File: config.mk
export PLATFORM = sky130hd
export DESIGN_NAME = fp_normalize_pack
export DESIGN_NICKNAME = d
export VERILOG_FILES = /design/src/rtl/fp_normalize_pack.sv
export SDC_FILE = /design/constraint.sdc
export NUM_CORES = 1
export LEC_CHECK = 0
export ABC_CLOCK_PERIOD_IN_PS = 4900
export BUFFER_PORTS_ARGS = -buffer_cell sky130_fd_sc_hd__buf_2
export CAP_MARGIN = 20
export CELL_PAD_IN_SITES_DETAIL_PLACEMENT = 0
export CELL_PAD_IN_SITES_GLOBAL_PLACEMENT = 2
export CORE_UTILIZATION = 30
export CTS_BUF_LIST = sky130_fd_sc_hd__clkbuf_4
export DETAILED_ROUTE_END_ITERATION = 16
export PLACE_DENSITY = 0.79
export SLEW_MARGIN = 25
export SYNTH_ARGS = -nofsm -noshare
export SYNTH_HDL_FRONTEND = slang
export SYNTH_SLANG_ARGS = --single-unit
File: constraint.sdc
create_clock -name clk -period 4.9 [get_ports clk]
set_input_delay 0.49 -clock clk [delete_from_list [all_inputs] [get_ports clk]]
set_output_delay 0.49 -clock clk [all_outputs]
set_load 0.02 [all_outputs]
File: src/rtl/fp_normalize_pack.sv
// fp_normalize_pack: normalises a raw mantissa-ALU result and packs it as IEEE-754 single precision
module fp_normalize_pack (
    input  logic        clk,
    input  logic        rst_n,
    input  logic        in_valid,
    output logic        in_ready,
    input  logic        sign_in,
    input  logic [7:0]  exp_in,
    input  logic [23:0] mant_in,
    input  logic        carry_in,
    output logic        out_valid,
    input  logic        out_ready,
    output logic [31:0] result,
    output logic        overflow,
    output logic        zero
);
    typedef enum logic [1:0] {IDLE, NORM, DONE} state_t;
    state_t state, state_next;
    logic        sign_r;
    logic [7:0]  exp_r;
    logic [23:0] mant_r;
    logic        ovf_r;
    logic        accept;
    logic        norm_exit;
    logic [31:0] packed_word;
    assign in_ready    = state == IDLE;
    assign out_valid   = state == DONE;
    assign accept      = in_valid & in_ready;
    assign norm_exit   = ovf_r | (mant_r == 24'd0) | mant_r[23] | (exp_r <= 8'd1);
    assign packed_word = ovf_r             ? {sign_r, 8'hFF, 23'h0} :
                         mant_r == 24'd0   ? 32'h0 :
                         mant_r[23]        ? {sign_r, exp_r, mant_r[22:0]} :
                                             {sign_r, 8'h00, mant_r[22:0]};
    // state register
    always_ff @(posedge clk) begin
        if (!rst_n) state <= IDLE;
        else        state <= state_next;
    end
    // next-state: accept in IDLE, shift in NORM until an exit condition, hand off in DONE
    always_comb begin
        state_next = IDLE;
        case (state)
            IDLE:    state_next = in_valid  ? NORM : IDLE;
            NORM:    state_next = norm_exit ? DONE : NORM;
            DONE:    state_next = out_ready ? IDLE : DONE;
            default: state_next = IDLE;
        endcase
    end
    // datapath: capture operand (pre-shifting on carry), left-normalise, pack on exit
    always_ff @(posedge clk) begin
        if (!rst_n) begin
            sign_r   <= 1'b0;
            exp_r    <= 8'd0;
            mant_r   <= 24'd0;
            ovf_r    <= 1'b0;
            result   <= 32'h0;
            overflow <= 1'b0;
            zero     <= 1'b0;
        end else if (accept) begin
            sign_r   <= sign_in;
            mant_r   <= carry_in ? {1'b1, mant_in[23:1]} : mant_in;
            exp_r    <= exp_in + {7'd0, carry_in};
            ovf_r    <= carry_in & (exp_in >= 8'hFE);
            overflow <= 1'b0;
            zero     <= 1'b0;
        end else if (state == NORM) begin
            if (norm_exit) begin
                result   <= packed_word;
                overflow <= ovf_r;
                zero     <= ~ovf_r & (mant_r == 24'd0);
            end else begin
                mant_r <= {mant_r[22:0], 1'b0};
                exp_r  <= exp_r - 8'd1;
            end
        end
    end
endmodule

==> summary.md, run 1 <==
| Metric | Value |
|---|---|
| IO Count | `74` |
| Die Wd | `108 um` |
| Max-cap viol count | `0` |
| Ys flop type | `dfxtp_1` |
| Design Area, Final | `0.00392 sq mm` |
| # DRC | `0` |
| Fin. Hold Viols | `0` |
| Critical path endpoint | `mant_r[2]$_SDFFE_PN0P_` |
| Initial antenna violation count | `0` |
| Mapped Area | `0.00339 sq mm` |
| Layout cells sized above 1 | `0.244` |
| Core area | `0.0109 sq mm` |
| Clk slew on worst S/H paths | `130 ps` |
| Final setup vio count | `0` |
| F_max | `0.400 GHz` |
| Worst reg2reg setup slack | `2400 ps` |
| Setup Total Neg Slack | `0 ps` |
| Dpl hpwl | `5.90 mm` |
| Outcome | `complete, no violations` |
| Post-CTS setup buffers | `0` |
| Crit path required time | `5180 ps` |
| Maximum VDD drop | `0.148 mV` |
| Vias post-DR | `2,855` |
| CTS Buf Count | `9` |
| Final net count | `471` |
| Final RePlAce weighted congestion | `0.738` |
| Initial DRC Count | `106` |
| Initial Util | `0.310` |
| Critical path type | `flip-flop to flip-flop` |
| Most frequent cells in the layout | `buf_2, dfxtp_1, nand2_1, nor2_1, a21oi_1` |
| Static leakage | `1.60 nW` |
| Worst Path Max Fanout | `23` |
| Worst r2r path cells | `6` |
| Synthesized instance count | `369` |
| R2R Path Start | `exp_r[2]$_SDFFE_PN0P_` |
| Fillers | `1,190` |
| Total power | `0.00161 W` |
| Vias in the first global route | `2,789` |
| Start point of the critical path | `exp_r[2]$_SDFFE_PN0P_` |
| Hold crit path type | `primary input to flip-flop` |
| Reg-to-reg endpoint | `mant_r[2]$_SDFFE_PN0P_` |
| Pre-antenna DRT Iters | `4` |
| Synth unique cells | `50` |
| H-tree depth | `3` |
| Post-synth EDFFs | `0` |
| Via-to-Cell Ratio | `4.97` |
| Antenna cell count | `0` |
| Avg WL per Cell | `14.6 um` |
| # port buffers | `73` |
| Slew Limit Fails | `0` |
| Worst-margin pin slew | `881 ps` |
| Clock skew | `17.1 ps` |
| Fin crit period | `2500 ps` |
| Seq cells post-synth | `70` |
| Pwr Density | `411 mW/mm^2` |
| WP data arrival | `2770 ps` |
| CTS tree | `yes` |
| Gr ovfl total | `0` |
| RSZ-0062 raised after global routing | `no` |
| Synth async-reset ratio | `0` |
| Clock latency on the worst-skew pair | `420 ps` |
| Full die area | `0.0117 sq mm` |
| Largest net degree at the start of global routing | `63` |
| Die height | `108 um` |
| Syn_nets | `411` |
| Area delta synth->final | `15.4%` |
| GR Util All Layers | `0.150` |
| First-pass GRT wire length | `13.6 mm` |
| Final wirelength | `8.39 mm` |
| Seq/Total Area, Yosys | `0.413` |
| Crit path capture type | `flip-flop` |
| Slew HR | `0.413` |
| Synthesized area per cell | `9.20 sq um` |
| Root Buffer | `clkbuf_4` |
| Final Core Density | `0.358` |
| Clock Sinks | `70` |
| Detail Route Antenna Nets | `0` |
| Final worst-path cycle share | `0.510` |
| Hold-fix buffers, CTS | `0` |
| Clock Path Buffers | `2` |
| FP Rows | `38` |
| Post_cts resized | `0` |
| Synth warn | `0` |
| Placed instance area | `0.00380 sq mm` |
| CP startpoint kind | `flip-flop` |
| Commonest non-fill, non-tap cell in the layout | `buf_2` |
==> worst min-delay path by stage <==
stage	from	endpoint	slack, ps	depth (start not counted)
global placement	result[21]$_SDFFE_PN0P_	result[21]$_SDFFE_PN0P_	440	2
finish	sign_in	sign_r$_SDFFE_PN0P_	330	3
floorplan	sign_r$_SDFFE_PN0P_	sign_r$_SDFFE_PN0P_	440	2
global route	sign_in	sign_r$_SDFFE_PN0P_	310	3
detailed placement	result[0]$_SDFFE_PN0P_	result[0]$_SDFFE_PN0P_	450	2
CTS	sign_in	sign_r$_SDFFE_PN0P_	300	3
==> cell type report <==
cell class                      instances  area, sq um  share of cell area
Multi-Input combinational cell        263         1810               0.461
Inverter                               10         37.5             0.00958
Clock inverter                          7         48.8              0.0125
Clock buffer                            9         67.6              0.0172
Timing Repair Buffer                   75          380              0.0971
Sequential cell                        70         1400               0.358
Tap cell                              140          175              0.0447
==> sequential cells by signal, indices dropped and copies added, names as in the netlist <==
name      count
exp_r         8
mant_r       24
overflow      1
ovf_r         1
result       32
sign_r        1
state         2
zero          1
==> through the flow <==
step	instances	worst slack [ps]	hold WS, ps
floorplan	369	2920	444
global placement	558	2420	444
detailed placement	558	2370	449
finish	574	2400	328
CTS	574	2350	300
global route	574	2180	314
==> critical path: stages (launching register included) <==
cell,delay [ps]
dfxtp_1,400
or4_4,570
o311ai_2,300
a21oi_1,70
buf_4,200
o21ai_2,690
o2bb2ai_1,110
==> report_power, final <==
part	switching [W]	internal (W)
sequential	0.0000687	0.000657
clock	0.000224	0.000104
combinational	0.000341	0.000214
==> cells in the mapped netlist, types with 3 or more instances <==
master,instances,area share
a211oi_1,3,0.0066
a21oi_1,28,0.041
a2bb2oi_1,19,0.049
a31oi_1,3,0.0055
and2_1,5,0.0092
and4_1,4,0.010
buf_2,4,0.0059
buf_6,7,0.023
clkbuf_1,14,0.015
dfxtp_1,70,0.41
ha_1,4,0.015
inv_1,10,0.011
mux2i_1,26,0.077
nand2_1,36,0.040
nand3_1,8,0.012
nand4_1,3,0.0055
nor2_1,32,0.035
nor2b_1,3,0.0055
nor3_1,4,0.0059
nor4_1,7,0.013
o21a_1,3,0.0066
o21ai_0,10,0.015
o221a_2,8,0.027
o2bb2ai_1,22,0.057
xnor2_1,5,0.013
==> per-layer routing <==
layer,vias up,share of wire,routed length [um],GRT usage
met3,4,0.041,340,0.0416
met1,1301,0.50,4160,0.191
met4,0,0.0056,47,0.0376
met2,63,0.46,3840,0.249
met5,-,0,0,0
li1,1487,-,-,-
==> cells by family (layout without fill, tap and decap cells) <==
logic type               count (synthesis)  count (layout)  synth area share
buffers and inverters                   36             101            0.0568
XOR/XNOR                                 6               6            0.0155
AND/OR/NAND/NOR                        111             111             0.164
adder cells (fa/ha/maj)                  4               4            0.0147
AO/OA/AOI/OAI                          116             116             0.260
flip-flops                              70              70             0.413
multiplexers                            26              26            0.0767
No activity file was read; power rests on OpenSTA's default activity.
==> run 2: changes to the inputs <==
--- a/config.mk
+++ b/config.mk
@@ -5,7 +5,7 @@
 export SDC_FILE = /design/constraint.sdc
 export NUM_CORES = 1
 export LEC_CHECK = 0
-export ABC_CLOCK_PERIOD_IN_PS = 4900
+export ABC_CLOCK_PERIOD_IN_PS = 2300
 export BUFFER_PORTS_ARGS = -buffer_cell sky130_fd_sc_hd__buf_2
 export CAP_MARGIN = 20
 export CELL_PAD_IN_SITES_DETAIL_PLACEMENT = 0
==> constraint.sdc (replaced) <==
create_clock -name clk -period 2.3 [get_ports clk]
set_input_delay 0.23 -clock clk [delete_from_list [all_inputs] [get_ports clk]]
set_output_delay 0.23 -clock clk [all_outputs]
set_load 0.02 [all_outputs]
==> summary.md, run 2 (synthesis results as in run 1) <==
| Metric | Value |
|---|---|
| Outcome | `complete, no violations` |
| Crit path required time | `2660 ps` |
| F_max | `0.453 GHz` |
| Post_cts resized | `0` |
| H-tree depth | `3` |
| Post-CTS setup buffers | `0` |
| CTS Buf Count | `9` |
| Dpl hpwl | `6.42 mm` |
| Clk slew on worst S/H paths | `120 ps` |
| Worst-margin pin slew | `476 ps` |
| Full die area | `0.0117 sq mm` |
| Fin. Hold Viols | `0` |
| Initial DRC Count | `119` |
| Final setup vio count | `0` |
| CTS tree | `yes` |
| Critical path type | `flip-flop to flip-flop` |
| Total power | `0.00377 W` |
| Int Pwr | `0.00238 W` |
| Fillers | `1,148` |
| Final wirelength | `8.89 mm` |
| WP data arrival | `2570 ps` |
| Initial Util | `0.310` |
| Clock Path Buffers | `2` |
| Final RePlAce weighted congestion | `0.770` |
| Leading registers by flop count | `result: 32 flops, mant_r: 24 flops, exp_r: 8 flops` |
| CP startpoint kind | `flip-flop` |
| Vias post-DR | `2,944` |
| Maximum VDD drop | `0.321 mV` |
| Net Sw Frac | `0.369` |
| Largest net degree at the start of global routing | `35` |
| Pwr Density | `920 mW/mm^2` |
| Setup Total Neg Slack | `0 ps` |
| Most frequent cells in the layout | `buf_2, dfxtp_1, nand2_1, nor2_1, a21oi_1` |
| Placed instance area | `0.00391 sq mm` |
| Layout cells sized above 1 | `0.270` |
| CP top delay family | `simple AND/OR/NAND/NOR gates` |
| Sequential power share | `0.412` |
| Biggest register | `result` |
| Max-cap viol count | `0` |
| CP max stage cell | `or4_4` |
| Worst Path Max Fanout | `21` |
| Static leakage | `1.70 nW` |
| Crit path capture type | `flip-flop` |
| Antenna cell count | `0` |
| Cell Count, Final, Fillers Out | `584` |
| # port buffers | `73` |
| Final worst-path cycle share | `0.959` |
| Number of flip-flops in the largest register | `32` |
| Max incr delay on CP | `570 ps` |
| Detail Route Antenna Nets | `0` |
| Final net count | `481` |
| Clock skew | `26.8 ps` |
| Gr ovfl total | `0` |
| Critical-path cell list | `or4_4 -> o31a_1 -> o211a_2 -> nor2_8 -> buf_12 -> mux2i_1` |
| Design Area, Final | `0.00410 sq mm` |
| Commonest non-fill, non-tap cell in the layout | `buf_2` |
| Net Switching | `0.00139 W` |
| Avg WL per Cell | `15.2 um` |
| Slew Limit Fails | `0` |
| FP Rows | `38` |
| GR Util All Layers | `0.161` |
| Clock latency on the worst-skew pair | `430 ps` |
| Hold crit path type | `primary input to flip-flop` |
| Root Buffer | `clkbuf_4` |
| Worst path buffer plus inverter count | `1` |
| Area delta synth->final | `20.8%` |
| Vias in the first global route | `2,842` |
| Fin crit period | `2210 ps` |
| Slew HR | `0.682` |
| Core area | `0.0109 sq mm` |
| IO Count | `74` |
| Gate power share | `0.337` |
| Die height | `108 um` |
| Placed cell count | `568` |
| # DRC | `0` |
| Via-to-Cell Ratio | `5.04` |
| Hold-fix buffers, CTS | `0` |
| Pre-antenna DRT Iters | `6` |
| First-pass GRT wire length | `14.5 mm` |
| RSZ-0062 raised after global routing | `no` |
| Clock Sinks | `70` |
| Initial antenna violation count | `0` |
| Clock Power Share | `0.251` |
| Die Wd | `108 um` |
==> run 2: changes by cell type in the layout (fill, tap and decap cells not counted), sizes merged <==
cell      before  now
bufinv         0    2
buf           75   85
clkbuf         9   10
clkinvlp       3    0
==> run 2: power groups by stage <==
stage	Combinational, W	Sequential (W)	Clock, W
floorplan	0.000796	0.00167	0
global placement	0.00126	0.00158	0
detailed placement	0.00127	0.00158	0
CTS	0.00128	0.00155	0.000966
global route	0.00139	0.00159	0.00103
finish	0.00127	0.00155	0.000945
==> run 2: worst paths after layout <==
check                                 end  slack (ps)  cells after the start               startpoint
setup / recovery   result[0]$_SDFFE_PN0P_          90                      6    exp_r[2]$_SDFFE_PN0P_
hold / removal        sign_r$_SDFFE_PN0P_          70                      3                  sign_in
setup reg to reg   result[0]$_SDFFE_PN0P_          90                      6    exp_r[2]$_SDFFE_PN0P_
hold reg to reg   result[21]$_SDFFE_PN0P_         460                      2  result[21]$_SDFFE_PN0P_
==> run 2: routing by layer <==
layer  vias up  global-route usage  wire (um)
met5         -                   0          0
met4         0              0.0444        106
met3         6              0.0458        462
met2        75               0.251       4040
met1      1350               0.215       4280
li1       1513                   -          -
==> run 2: through the flow <==
| step | hold slack, ps | utilization | setup WS (ps) |
|---|---|---|---|
| after detailed placement | 449 | 0.357 | 120 |
| after floorplan | 375 | - | 321 |
| after global placement | 452 | 0.357 | 179 |
| after CTS | 43.9 | 0.373 | 84.7 |
| after global routing | 50.0 | 0.375 | 6.00 |
| final | 66.0 | 0.375 | 93.6 |
==> run 2: area by class of cell <==
cell class / instances / area (sq um) / share of cell area
multi-input cells: 263 / 1820 / 0.444
well taps: 140 / 175 / 0.0427
flip-flops and latches: 70 / 1400 / 0.342
repair buffers: 85 / 493 / 0.120
clock inverters: 6 / 95.1 / 0.0232
inverters: 10 / 37.5 / 0.00916
clock buffers: 10 / 75.1 / 0.0183
==> run 2: worst min-delay path, delay by kind of cell <==
family | cells | cell delay, ps
and+or+nand+nor | 1 | 50
buffers and inverters | 1 | 100
AOI/OAI and AO/OA | 1 | 60
